`config.mk`:
```
export PLATFORM = sky130hd
export DESIGN_NAME = exec_stg
export DESIGN_NICKNAME = d
export VERILOG_FILES = /design/src/rtl/exec_pkg.sv /design/src/rtl/iter_mul.sv /design/src/rtl/exec_stg.sv
export SDC_FILE = /design/constraint.sdc
export NUM_CORES = 1
export LEC_CHECK = 0
export ABC_AREA = 1
export CAP_MARGIN = 40
export CORE_MARGIN = 1.5
export CORE_UTILIZATION = 40
export DETAILED_ROUTE_END_ITERATION = 8
export HOLD_SLACK_MARGIN = 0.03
export PLACE_DENSITY = 0.64
export SKIP_LAST_GASP = 1
export SLEW_MARGIN = 20
export SYNTH_ARGS = -nofsm -noshare
export SYNTH_HDL_FRONTEND = slang
export SYNTH_SLANG_ARGS = --single-unit
```
`constraint.sdc`:
```
create_clock -name clk -period 3.6 [get_ports clk]
set_input_delay 0.54 -clock clk [delete_from_list [all_inputs] [get_ports clk]]
set_output_delay 0.54 -clock clk [all_outputs]
set_load 0.02 [all_outputs]
```
`src/rtl/exec_pkg.sv`:
```
`default_nettype none
// ============================================================================
// Module      : exec_pkg
// Description : Opcodes, multiply FSM encoding and helpers for the execute stage.
// Revision    : 1.0 - initial release
// ============================================================================
package exec_pkg;

    localparam logic [3:0] OP_ADD  = 4'd0;
    localparam logic [3:0] OP_SUB  = 4'd1;
    localparam logic [3:0] OP_AND  = 4'd2;
    localparam logic [3:0] OP_OR   = 4'd3;
    localparam logic [3:0] OP_XOR  = 4'd4;
    localparam logic [3:0] OP_NOT  = 4'd5;
    localparam logic [3:0] OP_SHL  = 4'd6;
    localparam logic [3:0] OP_SHR  = 4'd7;
    localparam logic [3:0] OP_ADDI = 4'd8;
    localparam logic [3:0] OP_LW   = 4'd9;
    localparam logic [3:0] OP_SW   = 4'd10;
    localparam logic [3:0] OP_MUL  = 4'd11;
    localparam logic [3:0] OP_NOP  = 4'd12;

    localparam int MUL_STEPS = 16;

    typedef enum logic [0:0] {
        ST_IDLE = 1'b0,
        ST_BUSY = 1'b1
    } mul_state_t;

    // Opcodes 0..8 produce a register result from the ALU.
    function automatic logic is_alu_op(input logic [3:0] op);
        return (op <= OP_ADDI);
    endfunction

endpackage
`default_nettype wire

```
`src/rtl/iter_mul.sv`:
```
`default_nettype none
// ============================================================================
// Module      : iter_mul
// Description : Iterative shift-add multiplier, one partial product per clock.
// Revision    : 1.0 - initial release
// ============================================================================
module iter_mul
    import exec_pkg::*;
#(
    parameter int DW = 16
) (
    input  logic          clk,
    input  logic          reset,
    input  logic          start,
    input  logic [DW-1:0] a,
    input  logic [DW-1:0] b,
    output logic          busy,
    output logic          done,
    output logic [DW-1:0] product
);

    localparam int CNT_W = $clog2(MUL_STEPS);
    localparam logic [CNT_W-1:0] C_LAST_STEP = CNT_W'(MUL_STEPS - 1);

    mul_state_t       r_state;
    mul_state_t       w_state_next;
    logic [DW-1:0]    r_a_sh;
    logic [DW-1:0]    r_b_sh;
    logic [DW-1:0]    r_acc;
    logic [CNT_W-1:0] r_cnt;
    logic [DW-1:0]    w_acc_next;

    // The product includes the step taking place on the current edge, so the
    // consumer can register it on the same edge that finishes the multiply.
    assign w_acc_next = r_acc + (r_b_sh[0] ? r_a_sh : '0);
    assign busy       = (r_state == ST_BUSY);
    assign done       = busy && (r_cnt == C_LAST_STEP);
    assign product    = w_acc_next;

    always_comb begin
        w_state_next = r_state;
        case (r_state)
            ST_IDLE: if (start) w_state_next = ST_BUSY;
            ST_BUSY: if (r_cnt == C_LAST_STEP) w_state_next = ST_IDLE;
            default: w_state_next = ST_IDLE;
        endcase
    end

    always_ff @(posedge clk or negedge reset) begin
        if (!reset) begin
            r_state <= ST_IDLE;
            r_a_sh  <= '0;
            r_b_sh  <= '0;
            r_acc   <= '0;
            r_cnt   <= '0;
        end else begin
            r_state <= w_state_next;
            if (r_state == ST_IDLE) begin
                if (start) begin
                    r_a_sh <= a;
                    r_b_sh <= b;
                    r_acc  <= '0;
                    r_cnt  <= '0;
                end
            end else begin
                r_acc  <= w_acc_next;
                r_a_sh <= r_a_sh << 1;
                r_b_sh <= r_b_sh >> 1;
                r_cnt  <= r_cnt + 1'b1;
            end
        end
    end

endmodule
`default_nettype wire

```
`src/rtl/exec_stg.sv`:
```
`default_nettype none
// ============================================================================
// Module      : exec_stg
// Description : Execute stage: ALU, load/store address generation, iterative
//               multiply with upstream stall, registered outputs to MEM/WB.
// Revision    : 1.0 - initial release
// ============================================================================
module exec_stg
    import exec_pkg::*;
#(
    parameter int DW   = 16,
    parameter int RA_W = 3
) (
    input  logic            clk,
    input  logic            reset,
    input  logic            in_valid,
    input  logic [3:0]      opcode,
    input  logic [DW-1:0]   op_a,
    input  logic [DW-1:0]   op_b,
    input  logic [DW-1:0]   imm,
    input  logic [RA_W-1:0] rf_writea_in,
    output logic            stall_out,
    output logic [DW-1:0]   d_mem_wrap_addr,
    output logic [DW-1:0]   d_mem_wrap_wr_data,
    output logic            mem_modif,
    output logic            wr_rd_enable,
    output logic            write_bout,
    output logic [RA_W-1:0] rf_writea_out,
    output logic [DW-1:0]   alu_res,
    output logic            wb_sel_mem,
    output logic            flag_z,
    output logic            flag_c
);

    logic            w_mul_busy;
    logic            w_mul_done;
    logic [DW-1:0]   w_mul_prod;
    logic            w_accept;
    logic            w_mul_start;
    logic [DW-1:0]   w_alu_res;
    logic            w_alu_c;
    logic [DW-1:0]   w_ea;
    logic [RA_W-1:0] r_mul_rd;

    // Anything presented while the multiplier is busy is held upstream.
    assign w_accept    = in_valid && !w_mul_busy;
    assign w_mul_start = w_accept && (opcode == OP_MUL);
    assign stall_out   = w_mul_busy;
    assign w_ea        = op_a + imm;

    iter_mul #(
        .DW (DW)
    ) u_iter_mul (
        .clk     (clk),
        .reset   (reset),
        .start   (w_mul_start),
        .a       (op_a),
        .b       (op_b),
        .busy    (w_mul_busy),
        .done    (w_mul_done),
        .product (w_mul_prod)
    );

    always_comb begin
        w_alu_res = '0;
        w_alu_c   = 1'b0;
        case (opcode)
            OP_ADD:  {w_alu_c, w_alu_res} = {1'b0, op_a} + {1'b0, op_b};
            OP_SUB: begin
                w_alu_res = op_a - op_b;
                w_alu_c   = (op_a >= op_b);
            end
            OP_AND:  w_alu_res = op_a & op_b;
            OP_OR:   w_alu_res = op_a | op_b;
            OP_XOR:  w_alu_res = op_a ^ op_b;
            OP_NOT:  w_alu_res = ~op_a;
            OP_SHL:  w_alu_res = op_a << op_b[3:0];
            OP_SHR:  w_alu_res = op_a >> op_b[3:0];
            OP_ADDI: {w_alu_c, w_alu_res} = {1'b0, op_a} + {1'b0, imm};
            default: w_alu_res = '0;
        endcase
    end

    always_ff @(posedge clk or negedge reset) begin
        if (!reset) begin
            d_mem_wrap_addr    <= '0;
            d_mem_wrap_wr_data <= '0;
            mem_modif          <= 1'b0;
            wr_rd_enable       <= 1'b0;
            write_bout         <= 1'b0;
            rf_writea_out      <= '0;
            alu_res            <= '0;
            wb_sel_mem         <= 1'b0;
            flag_z             <= 1'b0;
            flag_c             <= 1'b0;
            r_mul_rd           <= '0;
        end else begin
            // Control strobes default to a bubble; data outputs hold.
            write_bout   <= 1'b0;
            mem_modif    <= 1'b0;
            wr_rd_enable <= 1'b0;
            if (w_mul_start) begin
                r_mul_rd <= rf_writea_in;
            end
            if (w_mul_done) begin
                alu_res         <= w_mul_prod;
                d_mem_wrap_addr <= w_mul_prod;
                write_bout      <= 1'b1;
                wb_sel_mem      <= 1'b0;
                rf_writea_out   <= r_mul_rd;
                flag_z          <= (w_mul_prod == '0);
                flag_c          <= 1'b0;
            end else if (w_accept) begin
                if (is_alu_op(opcode)) begin
                    alu_res         <= w_alu_res;
                    d_mem_wrap_addr <= w_alu_res;
                    write_bout      <= 1'b1;
                    wb_sel_mem      <= 1'b0;
                    rf_writea_out   <= rf_writea_in;
                    flag_z          <= (w_alu_res == '0);
                    flag_c          <= w_alu_c;
                end else if (opcode == OP_LW) begin
                    d_mem_wrap_addr <= w_ea;
                    mem_modif       <= 1'b1;
                    write_bout      <= 1'b1;
                    wb_sel_mem      <= 1'b1;
                    rf_writea_out   <= rf_writea_in;
                end else if (opcode == OP_SW) begin
                    d_mem_wrap_addr    <= w_ea;
                    d_mem_wrap_wr_data <= op_b;
                    mem_modif          <= 1'b1;
                    wr_rd_enable       <= 1'b1;
                    wb_sel_mem         <= 1'b0;
                end
            end
        end
    end

endmodule
`default_nettype wire

```
==> results of run 1 <==
-- metal layers --
| metal | up-vias | wire [um] | share of wire (%) | track usage, % |
|---|---|---|---|---|
| met1 | 5813 | 19600 | 43 | 44.4 |
| met2 | 572 | 19600 | 43 | 50.9 |
| met3 | 111 | 3710 | 8.2 | 4.82 |
| met4 | 0 | 2240 | 5.0 | 15.4 |
| li1 | 6106 | - | - | - |
| met5 | - | 0 | 0 | 0 |
-- power by group through the flow --
stage / Sequential (uW) / Clock [uW] / Combinational, uW
2_1_floorplan: 2480 / 0 / 2680
3_3_place_gp: 2240 / 0 / 4850
3_5_place_dp: 2250 / 0 / 4900
4_1_cts: 2240 / 1880 / 4930
5_1_grt: 2310 / 1950 / 5500
6_report: 2240 / 1880 / 4970
-- sequential cells by signal, indices dropped and copies added (netlist names), 3 cells and up --
name                flops
r_mul_rd                3
u_iter_mul.r_acc       16
u_iter_mul.r_cnt        4
rf_writea_out           3
d_mem_wrap_addr        16
alu_res                16
u_iter_mul.r_b_sh      16
d_mem_wrap_wr_data     16
u_iter_mul.r_a_sh      16
-- cell usage after synthesis --
| library cell | number |
|---|---|
| nand2_2 | 3 |
| and2_1 | 4 |
| mux2_2 | 3 |
| inv_1 | 191 |
| nand4_1 | 21 |
| a31oi_1 | 40 |
| buf_6 | 1 |
| clkinv_1 | 1 |
| or2_0 | 1 |
| fa_1 | 4 |
| ha_1 | 81 |
| nor2_2 | 5 |
| or2_2 | 3 |
| o211ai_1 | 5 |
| nor4_1 | 1 |
| o31ai_1 | 3 |
| clkbuf_1 | 30 |
| xor2_1 | 11 |
| o22ai_1 | 14 |
| nand3_1 | 214 |
| a21oi_1 | 71 |
| o21ai_0 | 81 |
| dfrtp_1 | 113 |
| xnor2_1 | 2 |
| o21ai_1 | 6 |
| o21a_1 | 5 |
| buf_2 | 38 |
| nand3b_1 | 10 |
| nor3_1 | 11 |
| buf_1 | 2 |
| nor2_1 | 191 |
| o21bai_1 | 4 |
| a31oi_4 | 1 |
| inv_2 | 5 |
| nand2_1 | 610 |
-- layout make-up --
| class | instances | area [um2] | share of cell area, % |
|---|---|---|---|
| Clock buffer | 19 | 443 | 3.27 |
| Clock inverter | 13 | 185 | 1.37 |
| Inverter | 197 | 739 | 5.46 |
| Multi-Input combinational cell | 1405 | 6970 | 51.4 |
| Sequential cell | 113 | 2830 | 20.9 |
| Tap cell | 341 | 427 | 3.15 |
| Timing Repair Buffer | 218 | 1960 | 14.4 |
-- repair_timing --
action / in CTS / in global routing
hold buffers: 0 / 1
setup buffers: 0 / 0
endpoints found under the hold margin: 0 / 6
-- kinds of logic after synthesis --
group / after synthesis / share of synthesized area (%)
multiplexers: 3 / 0.311
adder cells (fa/ha/maj): 85 / 10.1
AND/OR/NAND/NOR: 1074 / 41.0
flip-flops: 113 / 26.1
XOR/XNOR: 13 / 1.05
buffers and inverters: 268 / 9.78
AO/OA/AOI/OAI: 230 / 11.8
-- worst min-delay path by stage --
stage                                   endpoint  slack (ns)  depth (start not counted)
after floorplan                       alu_res[0]        0.24                          0
after global placement               alu_res[11]        0.46                          2
after detailed placement             alu_res[11]        0.46                          2
after CTS                 d_mem_wrap_wr_data[10]        0.23                          1
after global routing      d_mem_wrap_wr_data[10]        0.49                          2
final                     d_mem_wrap_wr_data[10]        0.46                          2
-- metrics by stage --
| step | TNS (ns) | hold WS [ns] |
|---|---|---|
| detailed placement | 0 | 0.464 |
| global placement | -0.0325 | 0.464 |
| finish | 0 | 0.460 |
| global route | 0 | 0.492 |
| CTS | 0 | 0.225 |
| floorplan | 0 | 0.244 |
-- critical path: stages --
cell             delay [ns]
clkdlybuf4s50_1        0.73
inv_1                  0.09
ha_1                   0.43
nor2_1                 0.24
nand2_1                0.18
nor2_1                 0.12
nand2_1                0.12
nand3_1                0.11
nand2_1                0.05
nand3_1                0.11
nand3_1                0.10
o21ai_0                0.23
buf_4                  0.16
o21ai_0                0.10
o22ai_1                0.14
inv_1                  0.05
==> flow_summary.yaml, run 1 <==
logic_synthesis:
  syn-num-nets: 1929
  post_synth_inst_count: 1786
  share_of_the_synthesized_area_in_the_top_cell_type_pct: 26.1
  synthesis.yosys.warnings: 0
  yosys.area.top_type: "dfrtp_1"
  synth.distinct_cells: 35
  synth-seq-area-share_pct: 26.1
  synth.cell_area_um2: 10900
  ys_top_cells_by_area: "dfrtp_1, nand2_1, nand3_1, ha_1, inv_1"
  syn_area_per_cell_um2: 6.08
  number_of_storage_elements_in_the_synthesis_netlist: 113
place:
  place_hpwl_mm: 35.9
  place.detailed.instances: 2272
  final_weighted_congestion_in_routability_driven_placement: 1.05
  dpl_worst_slack_ns: 0.0418
  port_buffers: 115
  dpl_cell_area_um2: 12900
critical_path:
  critical_path_class: "input port to flip-flop"
  crit_path_start_kind: "input port"
  timing.critical_path.to_type: "flip-flop"
  worst_ep_arrival_time_ns: 3.53
  reg2reg_start: "u_iter_mul.r_b_sh[0]"
  r2r-end: "flag_z"
  timing.critical_path.required_ns: 3.93
  worst_setup_path_endpoint: "d_mem_wrap_addr[11]"
  crit_path_start: "op_a[8]"
  reg2reg_slack_ns: 0.41
  timing.reg2reg.worst_path_depth: 16
  timing.critical_path.fanout_max: 8
power_and_ir_drop:
  p_leak_uw: 0.00700
  max-vdd-ir-drop_mv: 0.323
  finalPower_uw: 9090
  p_int_uw: 4890
  combinationalPowerShare_pct: 54.7
  p_clk_share_pct: 20.6
  pwr-share-seq_pct: 24.6
  power.share.switching_pct: 46.2
  switching_power_uw: 4200
  cellPowerDensity_nw_per_um2: 671
route:
  dr.pass1.iters: 6
  ant_nets: 0
  detail_route.iter0.violations: 1211
  wl_per_cell_um: 19.6
  wl_mm: 45.1
  route.detailed.drc: 0
  route.vias.total: 12602
  via_per_inst: 5.46
floorplanning:
  die_x_um: 168
  io_pins: 116
  die_area_um2: 28100
  core_um2: 26800
  floorplan.initialDensity_pct: 40.5
  row_count: 60
  die_height_um: 168
sta:
  worstMarginPinSlew_ns: 0.739
  finalWorstPathRequiredPeriod_ns: 3.20
  achievable_clock_frequency_mhz: 313
  finalHoldViolCount: 0
  finalClockSkew_ns: 0.0184
  post-route-worst-setup-slack_ns: 0.401
  grt_setup_unrepaired: "false"
  slew_headroom_pct: 50.4
  layout_worst_path_cycle_share_pct: 88.9
  final-setup-viol-count: 0
  slew_viol_final: 0
clocking:
  clk_pin_slew_worst_paths_ns: 0.07
  clk-insertion-delay-late_ns: 0.44
  clock_tree.root_cell: "clkbuf_16"
  cts_max_path_bufs: 2
  h-tree-depth: 4
  post_cts_resize_count: 0
  cts_inserted_buffers: 17
  clock_tree_from_tritoncts: "built"
  tritoncts_num_sinks: 113
outcome:
  run_status: "completed"
grt:
  maximum_number_of_pins_on_one_net_before_global_route_repair: 65
  total_track_usage_pct: 32.6
  grt-ovfl-total: 0
  antenna_found_initial: 0
  vias_in_the_first_global_route: 11973
  grt_pass1_wl_mm: 69.3
final_layout:
  most_used_cells_in_the_layout_excluding_fill_and_tap_cells: "nand2_1, nand3_1, nor2_1, inv_1, clkdlybuf4s50_1"
  syn_to_final_growth_pct: 24.8
  antenna_cells_inserted: 0
  final_design_area_no_fill_um2: 13500
  leading_cell_type_in_the_layout_fill_and_taps_excluded: "nand2_1"
  design.final.nets: 2095
  end_of_flow_core_utilization_pct: 50.5
  layout_cell_share_with_drive_strength_beyond_1_pct: 7.94
  layout.cells.non_filler: 2306
  num-fill-cells: 2803
hold_path:
  timing.hold.worst.class: "input port to async pin"
job:
  cap_violations: 0
Power figures use the tool's default switching activity.
==> run 2, diff against run 1 <==
Settings changed: CORE_UTILIZATION 40 to 50, PLACE_DENSITY 0.64 to 0.72, TNS_END_PERCENT set to 100.
==> flow_summary.yaml, run 2 (same netlist as run 1, synthesis figures left out) <==
route:
  wl_mm: 44.3
  route.detailed.drc: 0
  via_per_inst: 5.73
  wl_per_cell_um: 19.9
  detail_route.iter0.violations: 1285
  route.vias.total: 12763
  dr.pass1.iters: 8
  ant_nets: 0
sta:
  finalWorstPathRequiredPeriod_ns: 3.21
  slew_viol_final: 0
  achievable_clock_frequency_mhz: 311
  slew_headroom_pct: 44.6
  timing.setup.tns_ns: 0
  worstMarginPinSlew_ns: 0.827
  grt_setup_unrepaired: "false"
  layout_worst_path_cycle_share_pct: 89.2
  final.hold.worst_slack_ns: 0.481
  finalHoldViolCount: 0
  finalClockSkew_ns: 0.0110
  final-setup-viol-count: 0
clocking:
  cts_inserted_buffers: 17
  cts_max_path_bufs: 2
  clk_pin_slew_worst_paths_ns: 0.07
  postCtsSetupBuffers: 0
  clock_tree.root_cell: "clkbuf_16"
  h-tree-depth: 4
  post_cts_resize_count: 0
  clk-insertion-delay-late_ns: 0.44
  clock_tree_from_tritoncts: "built"
  hold_buffers: 0
  tritoncts_num_sinks: 113
hold_path:
  timing.hold.worst.class: "flip-flop to flip-flop"
floorplanning:
  core_um2: 21200
  die_height_um: 150
  die_x_um: 150
  die_area_um2: 22600
  row_count: 53
  floorplan.initialDensity_pct: 51.3
  io_pins: 116
place:
  final_weighted_congestion_in_routability_driven_placement: 1.01
  place_hpwl_mm: 34.7
  port_buffers: 115
  place.detailed.instances: 2190
critical_path:
  critical_path_class: "flip-flop to flip-flop"
  crit_path_start_kind: "flip-flop"
  timing.critical_path.to_type: "flip-flop"
  timing.critical_path.fanout_max: 9
  timing.critical_path.required_ns: 3.97
  worst_ep_arrival_time_ns: 3.58
grt:
  antenna_found_initial: 4
  total_track_usage_pct: 40.3
  vias_in_the_first_global_route: 12053
  grt-ovfl-total: 0
  maximum_number_of_pins_on_one_net_before_global_route_repair: 65
  grt_pass1_wl_mm: 67.7
final_layout:
  layout_cell_share_with_drive_strength_beyond_1_pct: 7.28
  syn_to_final_growth_pct: 22.6
  combined_area_of_the_multi_input_logic_cells_um2: 6970
  layout.cells.non_filler: 2226
  num-fill-cells: 2039
  leading_cell_type_in_the_layout_fill_and_taps_excluded: "nand2_1"
  final-seq-area_um2: 2830
  most_used_cells_in_the_layout_excluding_fill_and_tap_cells: "nand2_1, nand3_1, nor2_1, inv_1, clkdlybuf4s50_1"
  design.final.nets: 2080
power_and_ir_drop:
  pwr-share-seq_pct: 25.5
  switching_power_uw: 4200
  p_leak_uw: 0.00691
  p_clk_share_pct: 19.6
  max-vdd-ir-drop_mv: 0.347
  p_int_uw: 4630
  cellPowerDensity_nw_per_um2: 664
  combinationalPowerShare_pct: 55.0
  power.share.switching_pct: 47.6
outcome:
  run_status: "completed"
job:
  cap_violations: 0
run 2: path summary, 6_finish.rpt:
kind                                           start               endpoint  slack, ns  cells past startpoint
worst max-delay path            u_iter_mul.r_b_sh[0]                 flag_z       0.39                     17
worst max register to register  u_iter_mul.r_b_sh[0]                 flag_z       0.39                     17
worst min register to register           alu_res[13]            alu_res[13]       0.48                      2
max in group asynchronous                      reset     d_mem_wrap_addr[6]       2.18                      4
min in group asynchronous                      reset  d_mem_wrap_wr_data[1]       0.54                      2
worst min-delay path                     alu_res[13]            alu_res[13]       0.48                      2
run 2: critical path: stages (launching register included):
cell	delay, ns
dfrtp_1	0.51
nand2_1	0.11
inv_1	0.05
ha_1	0.20
fa_1	0.43
nand3_1	0.10
nand3_1	0.09
inv_1	0.09
o21ai_0	0.18
nand2_1	0.11
nand2_1	0.09
xnor2_1	0.46
nand3_1	0.13
nor2_1	0.18
nand3_1	0.20
nand2_1	0.12
nand2_1	0.05
nand2_1	0.07
run 2: power by group through the flow:
stage	clock network (uW)	logic [uW]	registers (uW)
finish	1730	4850	2250
CTS	1740	4770	2240
global placement	0	4660	2230
detailed placement	0	4730	2250
global route	1790	5330	2310
floorplan	0	2680	2480
run 2: metal layers:
| metal | wire, um | vias to the layer above | GRT usage [%] |
|---|---|---|---|
| met5 | 10 | - | 0 |
| li1 | - | 6087 | - |
| met2 | 19200 | 666 | 61.4 |
| met3 | 4700 | 138 | 11.0 |
| met1 | 18200 | 5870 | 52.2 |
| met4 | 2250 | 2 | 20.6 |
run 2: stage by stage:
step | power [uW] | utilization, % | area [um2] | worst slack, ns
2_1_floorplan | 5170 | - | 10900 | 0.817
3_3_place_gp | 6890 | 59.9 | 12700 | 0.0753
3_5_place_dp | 6980 | 59.9 | 12700 | 0.0656
4_1_cts | 8740 | 62.7 | 13300 | 0.476
5_1_grt | 9430 | 62.9 | 13300 | 0.179
6_report | 8830 | 62.9 | 13300 | 0.389
run 2: area by class of cell:
cell class	instances	share of cell area [%]
diodes	1	0.0188
clock buffers	19	3.40
clock inverters	13	0.941
inverters	197	5.56
multi-input cells	1405	52.4
flip-flops and latches	113	21.3
well taps	275	2.59
repair buffers	203	13.9
==> run 3, diff against run 2 <==
Settings changed: SKIP_CTS_REPAIR_TIMING set to 1.
==> results of run 3 <==
Same layout as run 2: the final DEF is identical, and so are final timing and power.
